[config.mk]
export PLATFORM = sky130hd
export DESIGN_NAME = st2110_rtp_scheduler
export DESIGN_NICKNAME = d
export VERILOG_FILES = /design/src/rtl/st2110_rtp_scheduler.sv
export SDC_FILE = /design/constraint.sdc
export NUM_CORES = 1
export LEC_CHECK = 0
export CAP_MARGIN = 0
export CORE_ASPECT_RATIO = 1.75
export CORE_MARGIN = 4
export CORE_UTILIZATION = 25
export DETAILED_ROUTE_END_ITERATION = 7
export SLEW_MARGIN = 10
export SYNTH_ARGS = -nofsm -noshare
export SYNTH_HDL_FRONTEND = slang
export SYNTH_SLANG_ARGS = --single-unit
[constraint.sdc]
create_clock -name clk -period 2.6 [get_ports clk]
set_input_delay 0.65 -clock clk [delete_from_list [all_inputs] [get_ports clk]]
set_output_delay 0.65 -clock clk [all_outputs]
set_load 0.005 [all_outputs]
[src/rtl/st2110_rtp_scheduler.sv]
// Round-robin scheduler that packs one video and one audio source into a single
// RTP word stream: three header words (V/P/X/CC/M/PT/seq, timestamp, SSRC) then payload.
module st2110_rtp_scheduler #(
    parameter int unsigned VID_WORDS = 360,
    parameter int unsigned AUD_WORDS = 48,
    parameter logic [6:0]  VID_PT    = 7'd96,
    parameter logic [6:0]  AUD_PT    = 7'd97,
    parameter logic [31:0] VID_SSRC  = 32'h0000_1110,
    parameter logic [31:0] AUD_SSRC  = 32'h0000_2110
) (
    input  logic        clk,
    input  logic        rst_n,
    input  logic        en,
    input  logic        vid_req,
    input  logic        aud_req,
    input  logic [31:0] vid_ts,
    input  logic [31:0] aud_ts,
    input  logic        vid_marker,
    input  logic        aud_marker,
    input  logic [31:0] vid_data,
    input  logic [31:0] aud_data,
    output logic        vid_rd,
    output logic        aud_rd,
    output logic [31:0] out_data,
    output logic        out_valid,
    output logic        out_sop,
    output logic        out_eop,
    input  logic        out_ready,
    output logic        busy,
    output logic [2:0]  dbg_state
);

    localparam int unsigned MAXW = (VID_WORDS > AUD_WORDS) ? VID_WORDS : AUD_WORDS;
    localparam int CW = $clog2(MAXW + 1);

    typedef enum logic [2:0] {
        S_IDLE = 3'd0,
        S_HDR0 = 3'd1,
        S_HDR1 = 3'd2,
        S_HDR2 = 3'd3,
        S_PAY  = 3'd4
    } state_t;

    state_t        r_state;
    logic          r_sel_aud;
    logic          r_last_aud;
    logic          r_marker;
    logic [6:0]    r_pt;
    logic [15:0]   r_seq;
    logic [31:0]   r_ts;
    logic [31:0]   r_ssrc;
    logic [15:0]   r_vid_seq;
    logic [15:0]   r_aud_seq;
    logic [CW-1:0] r_cnt;
    logic          r_valid;
    logic          r_sop;
    logic          r_eop;
    logic          r_busy;

    logic          w_grant;
    logic          w_pick_aud;
    logic          w_accept;
    logic          w_last_word;

    // Handshake: a word transfers on a rising edge where out_valid && out_ready;
    // out_valid never drops and out_data never changes until that transfer happens.
    assign w_accept    = r_valid && out_ready;
    assign w_grant     = en && (vid_req || aud_req);
    // r_last_aud == 0 after reset, so audio wins the first tie.
    assign w_pick_aud  = aud_req && (!vid_req || !r_last_aud);
    assign w_last_word = (r_cnt == CW'(1));

    always_ff @(posedge clk) begin
        if (!rst_n) begin
            r_state    <= S_IDLE;
            r_sel_aud  <= 1'b0;
            r_last_aud <= 1'b0;
            r_marker   <= 1'b0;
            r_pt       <= 7'd0;
            r_seq      <= 16'd0;
            r_ts       <= 32'd0;
            r_ssrc     <= 32'd0;
            r_vid_seq  <= 16'd0;
            r_aud_seq  <= 16'd0;
            r_cnt      <= '0;
            r_valid    <= 1'b0;
            r_sop      <= 1'b0;
            r_eop      <= 1'b0;
            r_busy     <= 1'b0;
        end else begin
            unique case (r_state)
                S_IDLE: begin
                    if (w_grant) begin
                        r_state    <= S_HDR0;
                        r_sel_aud  <= w_pick_aud;
                        r_last_aud <= w_pick_aud;
                        r_marker   <= w_pick_aud ? aud_marker : vid_marker;
                        r_pt       <= w_pick_aud ? AUD_PT : VID_PT;
                        r_seq      <= w_pick_aud ? r_aud_seq : r_vid_seq;
                        r_ts       <= w_pick_aud ? aud_ts : vid_ts;
                        r_ssrc     <= w_pick_aud ? AUD_SSRC : VID_SSRC;
                        r_cnt      <= w_pick_aud ? CW'(AUD_WORDS) : CW'(VID_WORDS);
                        r_valid    <= 1'b1;
                        r_sop      <= 1'b1;
                        r_busy     <= 1'b1;
                    end
                end
                S_HDR0: begin
                    if (w_accept) begin
                        r_state <= S_HDR1;
                        r_sop   <= 1'b0;
                    end
                end
                S_HDR1: begin
                    if (w_accept) begin
                        r_state <= S_HDR2;
                    end
                end
                S_HDR2: begin
                    if (w_accept) begin
                        r_state <= S_PAY;
                        r_eop   <= w_last_word;
                    end
                end
                S_PAY: begin
                    if (w_accept) begin
                        if (w_last_word) begin
                            r_state <= S_IDLE;
                            r_valid <= 1'b0;
                            r_eop   <= 1'b0;
                            r_busy  <= 1'b0;
                            if (r_sel_aud) begin
                                r_aud_seq <= r_aud_seq + 16'd1;
                            end else begin
                                r_vid_seq <= r_vid_seq + 16'd1;
                            end
                        end else begin
                            r_cnt <= r_cnt - CW'(1);
                            r_eop <= (r_cnt == CW'(2));
                        end
                    end
                end
                default: begin
                    r_state <= S_IDLE;
                    r_valid <= 1'b0;
                    r_sop   <= 1'b0;
                    r_eop   <= 1'b0;
                    r_busy  <= 1'b0;
                end
            endcase
        end
    end

    // Payload words come straight from the source head so no buffering is needed.
    always_comb begin
        out_data = 32'd0;
        unique case (r_state)
            S_HDR0:  out_data = {2'b10, 1'b0, 1'b0, 4'h0, r_marker, r_pt, r_seq};
            S_HDR1:  out_data = r_ts;
            S_HDR2:  out_data = r_ssrc;
            S_PAY:   out_data = r_sel_aud ? aud_data : vid_data;
            default: out_data = 32'd0;
        endcase
    end

    assign vid_rd    = (r_state == S_PAY) && !r_sel_aud && out_ready;
    assign aud_rd    = (r_state == S_PAY) &&  r_sel_aud && out_ready;
    assign out_valid = r_valid;
    assign out_sop   = r_sop;
    assign out_eop   = r_eop;
    assign busy      = r_busy;
    assign dbg_state = r_state;

endmodule

==> flow_metrics.env <==
export IMPL_status="finished clean"
export IMPL_clk_pin_slew_worst_paths_ps=70
export IMPL_dr_first_iter_drc_count=258
export IMPL_synth_top_cells_by_count="sky130_fd_sc_hd__dfxtp_1, sky130_fd_sc_hd__nor2_1, sky130_fd_sc_hd__mux2i_1"
export IMPL_arrival_ps=1880
export IMPL_combinational_family_with_the_most_area_after_synthesis="simple AND/OR/NAND/NOR gates"
export IMPL_p_per_area_nw_per_um2=447
export IMPL_route_vias_total=5582
export IMPL_design_core_area_um2=22100
export IMPL_number_of_diodes_added_for_antenna_fixing=0
export IMPL_yosys_cell_types_count=56
export IMPL_numPlacedInstances=1122
export IMPL_antenna_violations_before_repair=0
export IMPL_die_height_um=206
export IMPL_critical_path_rt_ps=1950
export IMPL_count_of_cells_along_the_worst_hold_path=2
export IMPL_global_route_peak_usage_layer="met2"
export IMPL_synth_enable_flop_cells=0
export IMPL_synth_compound_area_share_pct=18.0
export IMPL_worst_path_max_fanout=5
export IMPL_path_delay_family="buffers and inverters"
export IMPL_drt_pre_antenna_iters=4
export IMPL_period_needed_ps=2530
export IMPL_setup_worst_path_end_class="output pin"
export IMPL_worstPathCellList="clkdlybuf4s50_1 -> and3_1 -> clkdlybuf4s50_1"
export IMPL_number_of_global_route_vias_before_repair=5487
export IMPL_worstHoldEndpoint="r_aud_seq[15]"
export IMPL_timing_fmax_mhz=395
export IMPL_critical_path_max_stage_delay_ps=540
export IMPL_worst_skew_pair_late_latency_ps=350
export IMPL_cts_root_buf="sky130_fd_sc_hd__clkbuf_16"
export IMPL_worst_r2r_path_depth=7
export IMPL_io_buffer_count=176
export IMPL_grt_pass1_wl_um=29700
export IMPL_finalSetupViolCount=0
export IMPL_grtUsageMet1_pct=16.4
export IMPL_ys_ff_latch=99
export IMPL_final_hold_violation_count=0
export IMPL_syn_nets=808
export IMPL_share_of_final_layout_standard_cells_stronger_than_drive_strength_1_pct=13.4
export IMPL_cts_tree="yes"
export IMPL_syn_area_per_cell_um2=8.41
export IMPL_floorplan_die_width_um=121
export IMPL_rows=72
export IMPL_overflow=0
export IMPL_postSynthCellCount=667
export IMPL_synth_simple_gate_area_share_pct=20.9
export IMPL_cell_type_with_the_highest_occurrence_count_on_the_critical_path="sky130_fd_sc_hd__clkdlybuf4s50_1"
export IMPL_synth_mux_area_share_pct=15.4
export IMPL_slew_headroom_pct=66.1
export IMPL_max_cap_viol_count=0
export IMPL_dp_wirelength_um=14300
export IMPL_globalRouteMet3Util_pct=2.25
export IMPL_hp_start="r_aud_seq[15]"
export IMPL_drc=0
export IMPL_ioPinCount=177
export IMPL_r2r_end="r_vid_seq[11]"
export IMPL_synth_async_sr_flop_share_pct=0
export IMPL_grt_start_max_net_pins=104
export IMPL_tightestPinTransition_ps=507
export IMPL_syn_cell_area_um2=5610
export IMPL_wire_per_inst_um=16.8
export IMPL_criticalPathCategory="input port to output pin"
export IMPL_finalMaxSlewViolations=0
export IMPL_finish_utilization_pct=38.1
export IMPL_final_period_utilization_pct=97.5
export IMPL_clock_skew_after_layout_ps=12.0
export IMPL_synth_largest_area_cell="sky130_fd_sc_hd__dfxtp_1"
export IMPL_synth_xor_xnor_area_share_pct=4.21
export IMPL_synth_seq_area_share_pct=35.3
export IMPL_p_leak_nw=3.23
export IMPL_number_of_antenna_violating_nets_in_the_routed_design=0
export IMPL_route_final_wire_length_um=19300
export IMPL_yosys_area_top_type_share_pct=35.3
export IMPL_finish_cell_count_without_fillers=1149
export IMPL_cts_htree_levels=3
export IMPL_cpMaxStageDelayCell="sky130_fd_sc_hd__clkdlybuf4s50_1"
export IMPL_netlist_top_cells_area="sky130_fd_sc_hd__dfxtp_1, sky130_fd_sc_hd__mux2i_1, sky130_fd_sc_hd__a211oi_1"
export IMPL_fin_nets=989
export IMPL_gp_congestion=0.804
export IMPL_cts_buffers_inserted=9
export IMPL_grtUsageMet2_pct=28.8
export IMPL_layout_area_overhead_vs_synth_pct=50.0
export IMPL_synth_fa_ha_area_share_pct=1.12
export IMPL_grt_setup_unrepaired="no"
export IMPL_detail_route_vias_per_cell=4.86
export IMPL_finalSetupTns_ps=0
export IMPL_reg2reg_from="r_pt[0]"
export IMPL_clock_sinks=99
export IMPL_total_power_mw=3.76
export IMPL_synth_main_ff_cell="sky130_fd_sc_hd__dfxtp_1"
export IMPL_grt_util_all_layers_pct=14.9
export IMPL_r2r_slack_ps=330
export IMPL_hold_path_class="flop to flop"
export IMPL_cts_hold_fix_buffers=0
export IMPL_start_kind="input port"
export IMPL_ys_warnings_count=0
export IMPL_ir_worst_vdd_uv=283
export IMPL_initial_utilization_pct=25.4
export IMPL_die_area_um2=25000
export IMPL_most_common_cell_in_the_netlist="sky130_fd_sc_hd__dfxtp_1"
export IMPL_clockBufferDepth=2
export IMPL_critical_path_n_buffers_inverters=2
[report_power, final]
part           switching [mW]  total (mW)  internal [mW]  leakage [nW]
logic                   0.345       0.788          0.443          2.28
clock network           0.630        1.30          0.671         0.140
registers              0.0693        1.67           1.60         0.812
[sequential cells by signal (all words and copies together), names as in the netlist, 2 cells and up]
register   cells
r_cnt          9
r_pt           2
r_ts          32
r_aud_seq     16
r_vid_seq     16
dbg_state      3
r_seq         16
[worst register-to-register path, delay by kind of cell (launching register included)]
| kind | cells | cell delay [ps] |
|---|---|---|
| xor gates and xnor gates | 1 | 160 |
| DFF | 1 | 390 |
| and+or+nand+nor | 4 | 1170 |
| buffers and inverters | 2 | 430 |
[cell type report]
class | instances | area, µm²
fill | 2241 | 13700
multi-input combinational | 504 | 3450
timing repair buffer | 224 | 2280
sequential | 99 | 1990
tap | 296 | 370
clock buffer | 10 | 229
clock inverter | 6 | 55.1
inverter | 10 | 40.0
[worst max path at each step]
stage,startpoint,to,cells past startpoint
global route,r_pt[0],out_data[2],6
finish,out_ready,aud_rd,3
floorplan,r_pt[0],out_data[31],5
CTS,r_pt[0],out_data[7],6
global placement,vid_data[23],out_data[23],5
detailed placement,aud_data[23],out_data[23],5
[routing by layer]
| layer | vias up | share of wire, % |
|---|---|---|
| met5 | - | 0 |
| met4 | 0 | 2.6 |
| met2 | 137 | 54 |
| met3 | 25 | 4.3 |
| li1 | 2794 | - |
| met1 | 2626 | 39 |
[cells in the final DEF, fill, tap and decap left out, types with 6 or more instances in the layout]
cell                              synthesis  routed
sky130_fd_sc_hd__nand2_1                 46      46
sky130_fd_sc_hd__mux2_2                  19      19
sky130_fd_sc_hd__dlygate4sd2_1            0      20
sky130_fd_sc_hd__o21ai_1                  0      10
sky130_fd_sc_hd__dlymetal6s2s_1           0      10
sky130_fd_sc_hd__buf_12                   0       8
sky130_fd_sc_hd__a22oi_1                 20      13
sky130_fd_sc_hd__xnor2_1                 14      14
sky130_fd_sc_hd__clkdlybuf4s50_1          0     146
sky130_fd_sc_hd__nand4_1                 19      19
sky130_fd_sc_hd__buf_4                    2      32
sky130_fd_sc_hd__and2_1                   6       6
sky130_fd_sc_hd__xor2_1                  13      13
sky130_fd_sc_hd__o21ai_0                 44      34
sky130_fd_sc_hd__and3_1                   8       8
sky130_fd_sc_hd__a211oi_1                49      49
sky130_fd_sc_hd__a22oi_2                  0       7
sky130_fd_sc_hd__nand3_1                 11      11
sky130_fd_sc_hd__nor3_1                  11      10
sky130_fd_sc_hd__clkbuf_16                0       9
sky130_fd_sc_hd__and4_1                   6       6
sky130_fd_sc_hd__a21oi_1                 14      14
sky130_fd_sc_hd__inv_1                    9       8
sky130_fd_sc_hd__mux2i_1                 65      65
sky130_fd_sc_hd__dfxtp_1                 99      95
sky130_fd_sc_hd__nor2_1                  97      95
[per-stage QoR]
step	hold slack, ps	area (µm²)	worst slack (ps)
floorplan	442	5610	436
global placement	455	7900	-233
detailed placement	476	7900	-236
CTS	484	8330	5.88
global route	520	8420	14.8
finish	483	8420	65.7
[repair_timing]
action	4_1_cts	5_1_grt
buffers inserted	4	3
pin swaps	0	2
gates resized for setup	48	28
endpoints found under the hold margin	0	0
cloned	4	0
endpoints found under the setup margin	34	18
[kinds of logic after synthesis]
logic type	after synthesis
compound gates	153
xor+xnor	27
fa+ha+maj	5
buf+inv	65
flops	99
mux	84
simple gates	234
Note: power is estimated with default switching activity, not from simulation.
